`src/rtl/if_fetch_stage.sv`:
```
// ---------------------------------------------------------------------------
// if_fetch_stage
//
// Instruction-fetch stage of the 5-stage MIPS pipeline. It owns the PC, a
// variable-latency ready/valid request to instruction memory, and the IF/ID
// pipeline register that feeds decode. It applies redirects from decode
// (j/jal/jr via PCSrc) and EX (taken beq), plus hazard-unit stall and flush.
//
// Optional build macro: IF_PERF_CNT_EN adds perf_fetch_cnt / perf_drop_cnt.
//
// Ports:
//   clk            pipeline clock
//   reset          asynchronous, active-low reset
//   stall_i        hold PC and IF/ID (load-use)
//   flush_i        force a bubble into IF/ID (overrides stall)
//   PCSrc          00 seq, 01 j/jal, 10 jr, 11 treated as seq
//   jump_target    j/jal target from decode
//   jr_target      forwarded rs value from decode
//   branch_taken   EX resolved a taken beq
//   branch_target  EX branch target
//   imem_req       fetch request valid
//   imem_addr      fetch address (word aligned)
//   imem_ready     memory accepts request and returns data this cycle
//   imem_rdata     instruction, valid when imem_req & imem_ready
//   IR             IF/ID instruction
//   PC_plus4       IF/ID PC+4
//   id_valid       IF/ID holds a real instruction
//   perf_fetch_cnt (IF_PERF_CNT_EN) instructions loaded into IF/ID
//   perf_drop_cnt  (IF_PERF_CNT_EN) discarded responses / dropped buffers
// ---------------------------------------------------------------------------
module if_fetch_stage #(
  parameter logic [31:0] RESET_PC  = 32'h0040_0000,
  parameter logic [31:0] NOP_INSTR = 32'h0000_0000
) (
  input  logic        clk,
  input  logic        reset,
  input  logic        stall_i,
  input  logic        flush_i,
  input  logic [1:0]  PCSrc,
  input  logic [31:0] jump_target,
  input  logic [31:0] jr_target,
  input  logic        branch_taken,
  input  logic [31:0] branch_target,
  output logic        imem_req,
  output logic [31:0] imem_addr,
  input  logic        imem_ready,
  input  logic [31:0] imem_rdata,
  output logic [31:0] IR,
  output logic [31:0] PC_plus4,
  output logic        id_valid
`ifdef IF_PERF_CNT_EN
  ,
  output logic [31:0] perf_fetch_cnt,
  output logic [31:0] perf_drop_cnt
`endif
);

  localparam logic [1:0] S_FETCH = 2'd0;
  localparam logic [1:0] S_DROP  = 2'd1;  // waiting on a stale request
  localparam logic [1:0] S_HOLD  = 2'd2;  // fetched word parked during stall

  logic [1:0]  state_q, state_d;
  logic [31:0] pc_q, pc_d;
  logic [31:0] pend_q, pend_d;
  logic [31:0] buf_q, buf_d;
  logic [31:0] bufpc4_q, bufpc4_d;
  logic [31:0] ir_q, ir_d;
  logic [31:0] pc4_q, pc4_d;
  logic        valid_q, valid_d;
  logic        run_q;   // low until the first clock after reset release

  logic        jredir, redirect, accept, deliver, drop_evt;
  logic [31:0] target_raw, target, pc_plus4, dlv_ir, dlv_pc4;

  // A decode jump only counts when decode holds a real, non-stalled instr.
  assign jredir   = ((PCSrc == 2'b01) || (PCSrc == 2'b10)) && valid_q && !stall_i;
  assign redirect = branch_taken || jredir;

  // EX branch is older than the decode jump, so it wins.
  assign target_raw = branch_taken      ? branch_target :
                      (PCSrc == 2'b01)  ? jump_target   : jr_target;
  assign target     = {target_raw[31:2], 2'b00};

  assign imem_req  = run_q && (state_q != S_HOLD);
  assign imem_addr = pc_q;
  assign accept    = imem_req && imem_ready;
  assign pc_plus4  = pc_q + 32'd4;

  always_comb begin
    state_d  = state_q;
    pc_d     = pc_q;
    pend_d   = pend_q;
    buf_d    = buf_q;
    bufpc4_d = bufpc4_q;
    deliver  = 1'b0;
    drop_evt = 1'b0;
    dlv_ir   = imem_rdata;
    dlv_pc4  = pc_plus4;
    case (state_q)
      S_FETCH: begin
        if (accept) begin
          if (redirect) begin
            pc_d     = target;
            drop_evt = 1'b1;
          end else if (!stall_i) begin
            deliver = 1'b1;
            pc_d    = pc_plus4;
          end else begin
            buf_d    = imem_rdata;
            bufpc4_d = pc_plus4;
            pc_d     = pc_plus4;
            state_d  = S_HOLD;
          end
        end else if (redirect) begin
          // Address must stay stable until the memory answers.
          pend_d  = target;
          state_d = S_DROP;
        end
      end
      S_DROP: begin
        if (redirect) pend_d = target;
        if (accept) begin
          pc_d     = redirect ? target : pend_q;
          drop_evt = 1'b1;
          state_d  = S_FETCH;
        end
      end
      S_HOLD: begin
        dlv_ir  = buf_q;
        dlv_pc4 = bufpc4_q;
        if (redirect) begin
          pc_d     = target;
          drop_evt = 1'b1;
          state_d  = S_FETCH;
        end else if (!stall_i) begin
          deliver = 1'b1;
          state_d = S_FETCH;
        end
      end
      default: state_d = S_FETCH;
    endcase
  end

  // IF/ID: flush > stall > delivery > bubble.
  always_comb begin
    ir_d    = ir_q;
    pc4_d   = pc4_q;
    valid_d = valid_q;
    if (flush_i) begin
      ir_d    = NOP_INSTR;
      valid_d = 1'b0;
    end else if (!stall_i) begin
      if (deliver) begin
        ir_d    = dlv_ir;
        pc4_d   = dlv_pc4;
        valid_d = 1'b1;
      end else begin
        ir_d    = NOP_INSTR;
        valid_d = 1'b0;
      end
    end
  end

  always_ff @(posedge clk or negedge reset) begin
    if (!reset) begin
      state_q  <= S_FETCH;
      pc_q     <= RESET_PC;
      pend_q   <= RESET_PC;
      buf_q    <= NOP_INSTR;
      bufpc4_q <= 32'd0;
      ir_q     <= NOP_INSTR;
      pc4_q    <= 32'd0;
      valid_q  <= 1'b0;
      run_q    <= 1'b0;
    end else begin
      state_q  <= state_d;
      pc_q     <= pc_d;
      pend_q   <= pend_d;
      buf_q    <= buf_d;
      bufpc4_q <= bufpc4_d;
      ir_q     <= ir_d;
      pc4_q    <= pc4_d;
      valid_q  <= valid_d;
      run_q    <= 1'b1;
    end
  end

  assign IR       = ir_q;
  assign PC_plus4 = pc4_q;
  assign id_valid = valid_q;

`ifdef IF_PERF_CNT_EN
  logic [31:0] fetch_cnt_q, drop_cnt_q;
  logic        fetch_evt;

  // A delivery is only kept when not flushed (stall already excludes it).
  assign fetch_evt = deliver && !flush_i;

  always_ff @(posedge clk or negedge reset) begin
    if (!reset) begin
      fetch_cnt_q <= 32'd0;
      drop_cnt_q  <= 32'd0;
    end else begin
      if (fetch_evt && (fetch_cnt_q != 32'hFFFF_FFFF)) fetch_cnt_q <= fetch_cnt_q + 32'd1;
      if (drop_evt && (drop_cnt_q != 32'hFFFF_FFFF))   drop_cnt_q  <= drop_cnt_q + 32'd1;
    end
  end

  assign perf_fetch_cnt = fetch_cnt_q;
  assign perf_drop_cnt  = drop_cnt_q;
`else
  logic unused_drop;
  assign unused_drop = drop_evt;
`endif

endmodule

```
`config.mk`:
```
export PLATFORM = sky130hd
export DESIGN_NAME = if_fetch_stage
export DESIGN_NICKNAME = d
export VERILOG_FILES = /design/src/rtl/if_fetch_stage.sv
export SDC_FILE = /design/constraint.sdc
export NUM_CORES = 1
export LEC_CHECK = 0
export CORE_MARGIN = 2
export CORE_UTILIZATION = 51
export DETAILED_ROUTE_END_ITERATION = 16
export HOLD_SLACK_MARGIN = 0.12
export PLACE_DENSITY = 0.9
export SLEW_MARGIN = 10
export SYNTH_ARGS = -nofsm -noshare
export SYNTH_HDL_FRONTEND = slang
export SYNTH_SLANG_ARGS = --single-unit
export TNS_END_PERCENT = 5
```
`constraint.sdc`:
```
create_clock -name clk -period 2.7 [get_ports clk]
set_input_delay 0.54 -clock clk [delete_from_list [all_inputs] [get_ports clk]]
set_output_delay 0.54 -clock clk [all_outputs]
set_load 0.05 [all_outputs]
```
==> results.sh <==
export IMPL_status="finished, final reports clean"
export IMPL_grt_ovfl_total=0
export IMPL_nets=1464
export IMPL_clkLatencyLatePin_ns=0.45
export IMPL_grt_max_degree=58
export IMPL_yosysSeqAreaShare=0.471
export IMPL_cts_buffers=17
export IMPL_synth_enable_flop_cells=0
export IMPL_fin_ws_ns=0.144
export IMPL_p_leak_nw=5.85
export IMPL_cp_required_ns=3.03
export IMPL_rows=52
export IMPL_vias=9577
export IMPL_worst_slew_pin_slew_ns=0.917
export IMPL_tritoncts="yes"
export IMPL_finalCritPeriodShare=0.947
export IMPL_die_y_um=147
export IMPL_clock_sinks=196
export IMPL_drive_gt1_frac=0.175
export IMPL_ctsRootBufferMaster="clkbuf_16"
export IMPL_portBuffers=227
export IMPL_fp_coreArea_sq_um=20200
export IMPL_fmax_mhz=391
export IMPL_p_total_w=0.0142
export IMPL_yosysTopAreaCell="dfrtp_1"
export IMPL_hp_class="register to register"
export IMPL_p_sw_w=0.00622
export IMPL_cts_htree_levels=4
export IMPL_synth_cell_types=74
export IMPL_setup_viol=0
export IMPL_internal_power_w=0.00799
export IMPL_area_growth_pct=36.3
export IMPL_antenna_found_initial=0
export IMPL_worstPathArrival_ns=2.89
export IMPL_routed_wl_mm=30.6
export IMPL_p_per_area_nw_per_um2=1000
export IMPL_grtUsageTotal=0.289
export IMPL_place_ws_ns=-0.299
export IMPL_yosys_warnings=0
export IMPL_dr_pass1_iters=5
export IMPL_path_clk_slew_ns=0.08
export IMPL_ys_ff_latch=196
export IMPL_start_kind="register"
export IMPL_viasPerCell=5.97
export IMPL_diodes=0
export IMPL_die_area_sq_um=21600
export IMPL_worst_setup_path_type="register to register"
export IMPL_syn_nets=1209
export IMPL_grt_pass1_wl_mm=49.8
export IMPL_drcViolationCount=0
export IMPL_synth_main_ff_cell="dfrtp_1"
export IMPL_async_flop_share=1.00
export IMPL_syn_area_per_cell_sq_um=9.77
export IMPL_cp_max_fo=7
export IMPL_seqPwrFrac=0.349
export IMPL_drv_slew=0
export IMPL_hold_ws_ns=0.479
export IMPL_switching_share=0.438
export IMPL_hold_viol=0
export IMPL_mappedNetlistArea_sq_um=10400
export IMPL_ios=234
export IMPL_rsz0062_at_grt="false"
export IMPL_wl_per_cell_um=19.1
export IMPL_vdd_drop_max_v=0.000571
export IMPL_first_global_vias=9525
export IMPL_dp_hpwl_mm=22.4
export IMPL_gp_congestion=0.903
export IMPL_synth_cells=1067
export IMPL_crit_path_end_kind="register"
export IMPL_clockPowerShare=0.180
export IMPL_drv_cap=0
export IMPL_die_w_um=147
export IMPL_fin_skew_ns=0.0106
export IMPL_synth_top_area_frac=0.466
export IMPL_antenna_left=0
export IMPL_synthTopCellsByArea="dfrtp_1, mux2_2, mux2i_1"
export IMPL_pwr_share_comb=0.471
export IMPL_clk_path_buf_depth=2
export IMPL_drt_iter0_markers=1117
export IMPL_period_needed_ns=2.56
export IMPL_start_util=0.517
export IMPL_max_slew_margin=0.385
==> worst paths after layout <==
path / startpoint / to / slack (ns) / cells after the start
min reg2reg: IR[30] / IR[30] / 0.48 / 2
min: IR[30] / IR[30] / 0.48 / 2
max in group asynchronous: reset / pend_q[22] / 1.40 / 3
max: imem_addr[3] / PC_plus4[14] / 0.14 / 7
min in group asynchronous: reset / IR[14] / 0.59 / 2
max reg2reg: imem_addr[3] / PC_plus4[14] / 0.14 / 7
==> cells in the mapped netlist (5+ instances only) <==
cell type    n
ha_1         6
xnor2_1     19
o22ai_1      9
a21oi_1     70
buf_2       31
mux2i_1     69
nand2_1    134
nor2b_1      5
a21o_1       6
a211oi_1    13
nor3_1       9
nand3_1     15
and2_1       9
xor2_1       6
buf_1        8
a31oi_1      8
dfrtp_1    194
o2bb2ai_1    8
and3_1       7
nand4_1     13
nor2_1      71
nand2b_1     5
o21ai_0    102
nor4_1      15
inv_1       14
o221ai_1    15
clkbuf_1    45
mux2_2      75
==> cell usage in the layout, fill, tap and decap left out, types with 5 or more instances in the layout <==
cell	instances
clkdlybuf4s50_1	225
dfrtp_1	194
nand2_1	134
o21ai_0	102
buf_4	80
mux2_2	75
nor2_1	70
a21oi_1	70
mux2i_1	69
xnor2_1	19
clkbuf_16	17
nand3_1	15
nor4_1	15
o221ai_1	15
buf_12	15
inv_1	14
nand4_1	13
a211oi_1	13
and2_1	9
o22ai_1	9
o2bb2ai_1	8
a31oi_1	8
nor3_1	7
and3_1	6
xor2_1	6
a21o_1	6
nand2b_1	5
ha_1	5
==> critical path: stages, from the launching register on <==
cell and delay [ns]:
dfrtp_1 0.47, ha_1 0.37, nand4_4 0.13, buf_4 0.18, nor4_1 0.57, xnor2_1 0.27
o21ai_0 0.14, mux2_2 0.30
==> stage by stage <==
stage | util | TNS, ns | area (sq um) | std cells
floorplan | - | 0 | 10400 | 1067
global placement | 0.673 | -12.57 | 13600 | 1572
detailed placement | 0.673 | -16.16 | 13600 | 1572
CTS | 0.704 | 0 | 14200 | 1605
global route | 0.704 | 0 | 14200 | 1605
finish | 0.704 | 0 | 14200 | 1605
==> registers in the layout (all words and copies together), names as in the netlist <==
name and count:
pend_q 32, run_q 1, state_q 2, PC_plus4 32
IR 32, buf_q 32, bufpc4_q 32, imem_addr 32
id_valid 1
==> cells by family after synthesis <==
logic type               count (synthesis)  synth area share
AND/OR/NAND/NOR                        316             0.148
AO/OA/AOI/OAI                          275             0.161
flip-flops                             196             0.471
multiplexers                           144             0.147
buffers and inverters                  102            0.0412
XOR/XNOR                                27            0.0241
adder cells (fa/ha/maj)                  6           0.00720
other                                    1          0.000360
==> power by group through the flow <==
stage | sequential [W] | clock [W] | combinational (W)
2_1_floorplan | 0.00613 | 0 | 0.00280
3_3_place_gp | 0.00489 | 0 | 0.00638
3_5_place_dp | 0.00496 | 0 | 0.00655
4_1_cts | 0.00493 | 0.00257 | 0.00663
5_1_grt | 0.00507 | 0.00270 | 0.00715
6_report | 0.00495 | 0.00255 | 0.00670
==> per-layer routing <==
metal,part of all wire,up-vias,GRT usage
li1,-,4351,-
met1,0.41,4625,0.384
met2,0.48,504,0.465
met3,0.075,97,0.0556
met4,0.039,0,0.126
met5,0,-,0
==> final cells by class <==
class,instances,area [sq um]
Inverter,16,60.1
Sequential cell,196,4910
Clock buffer,17,425
Multi-Input combinational cell,769,5120
Clock inverter,15,176
Timing Repair Buffer,322,3180
Tap cell,270,338
Fill cell,1379,5970
==> what timing repair did <==
item	CTS	global route
gates resized for setup	0	2
hold buffers	1	0
buffers inserted	0	0
setup endpoints to repair	0	6
endpoints found under the hold margin	44	0
Note: power is estimated with default switching activity, not from simulation.
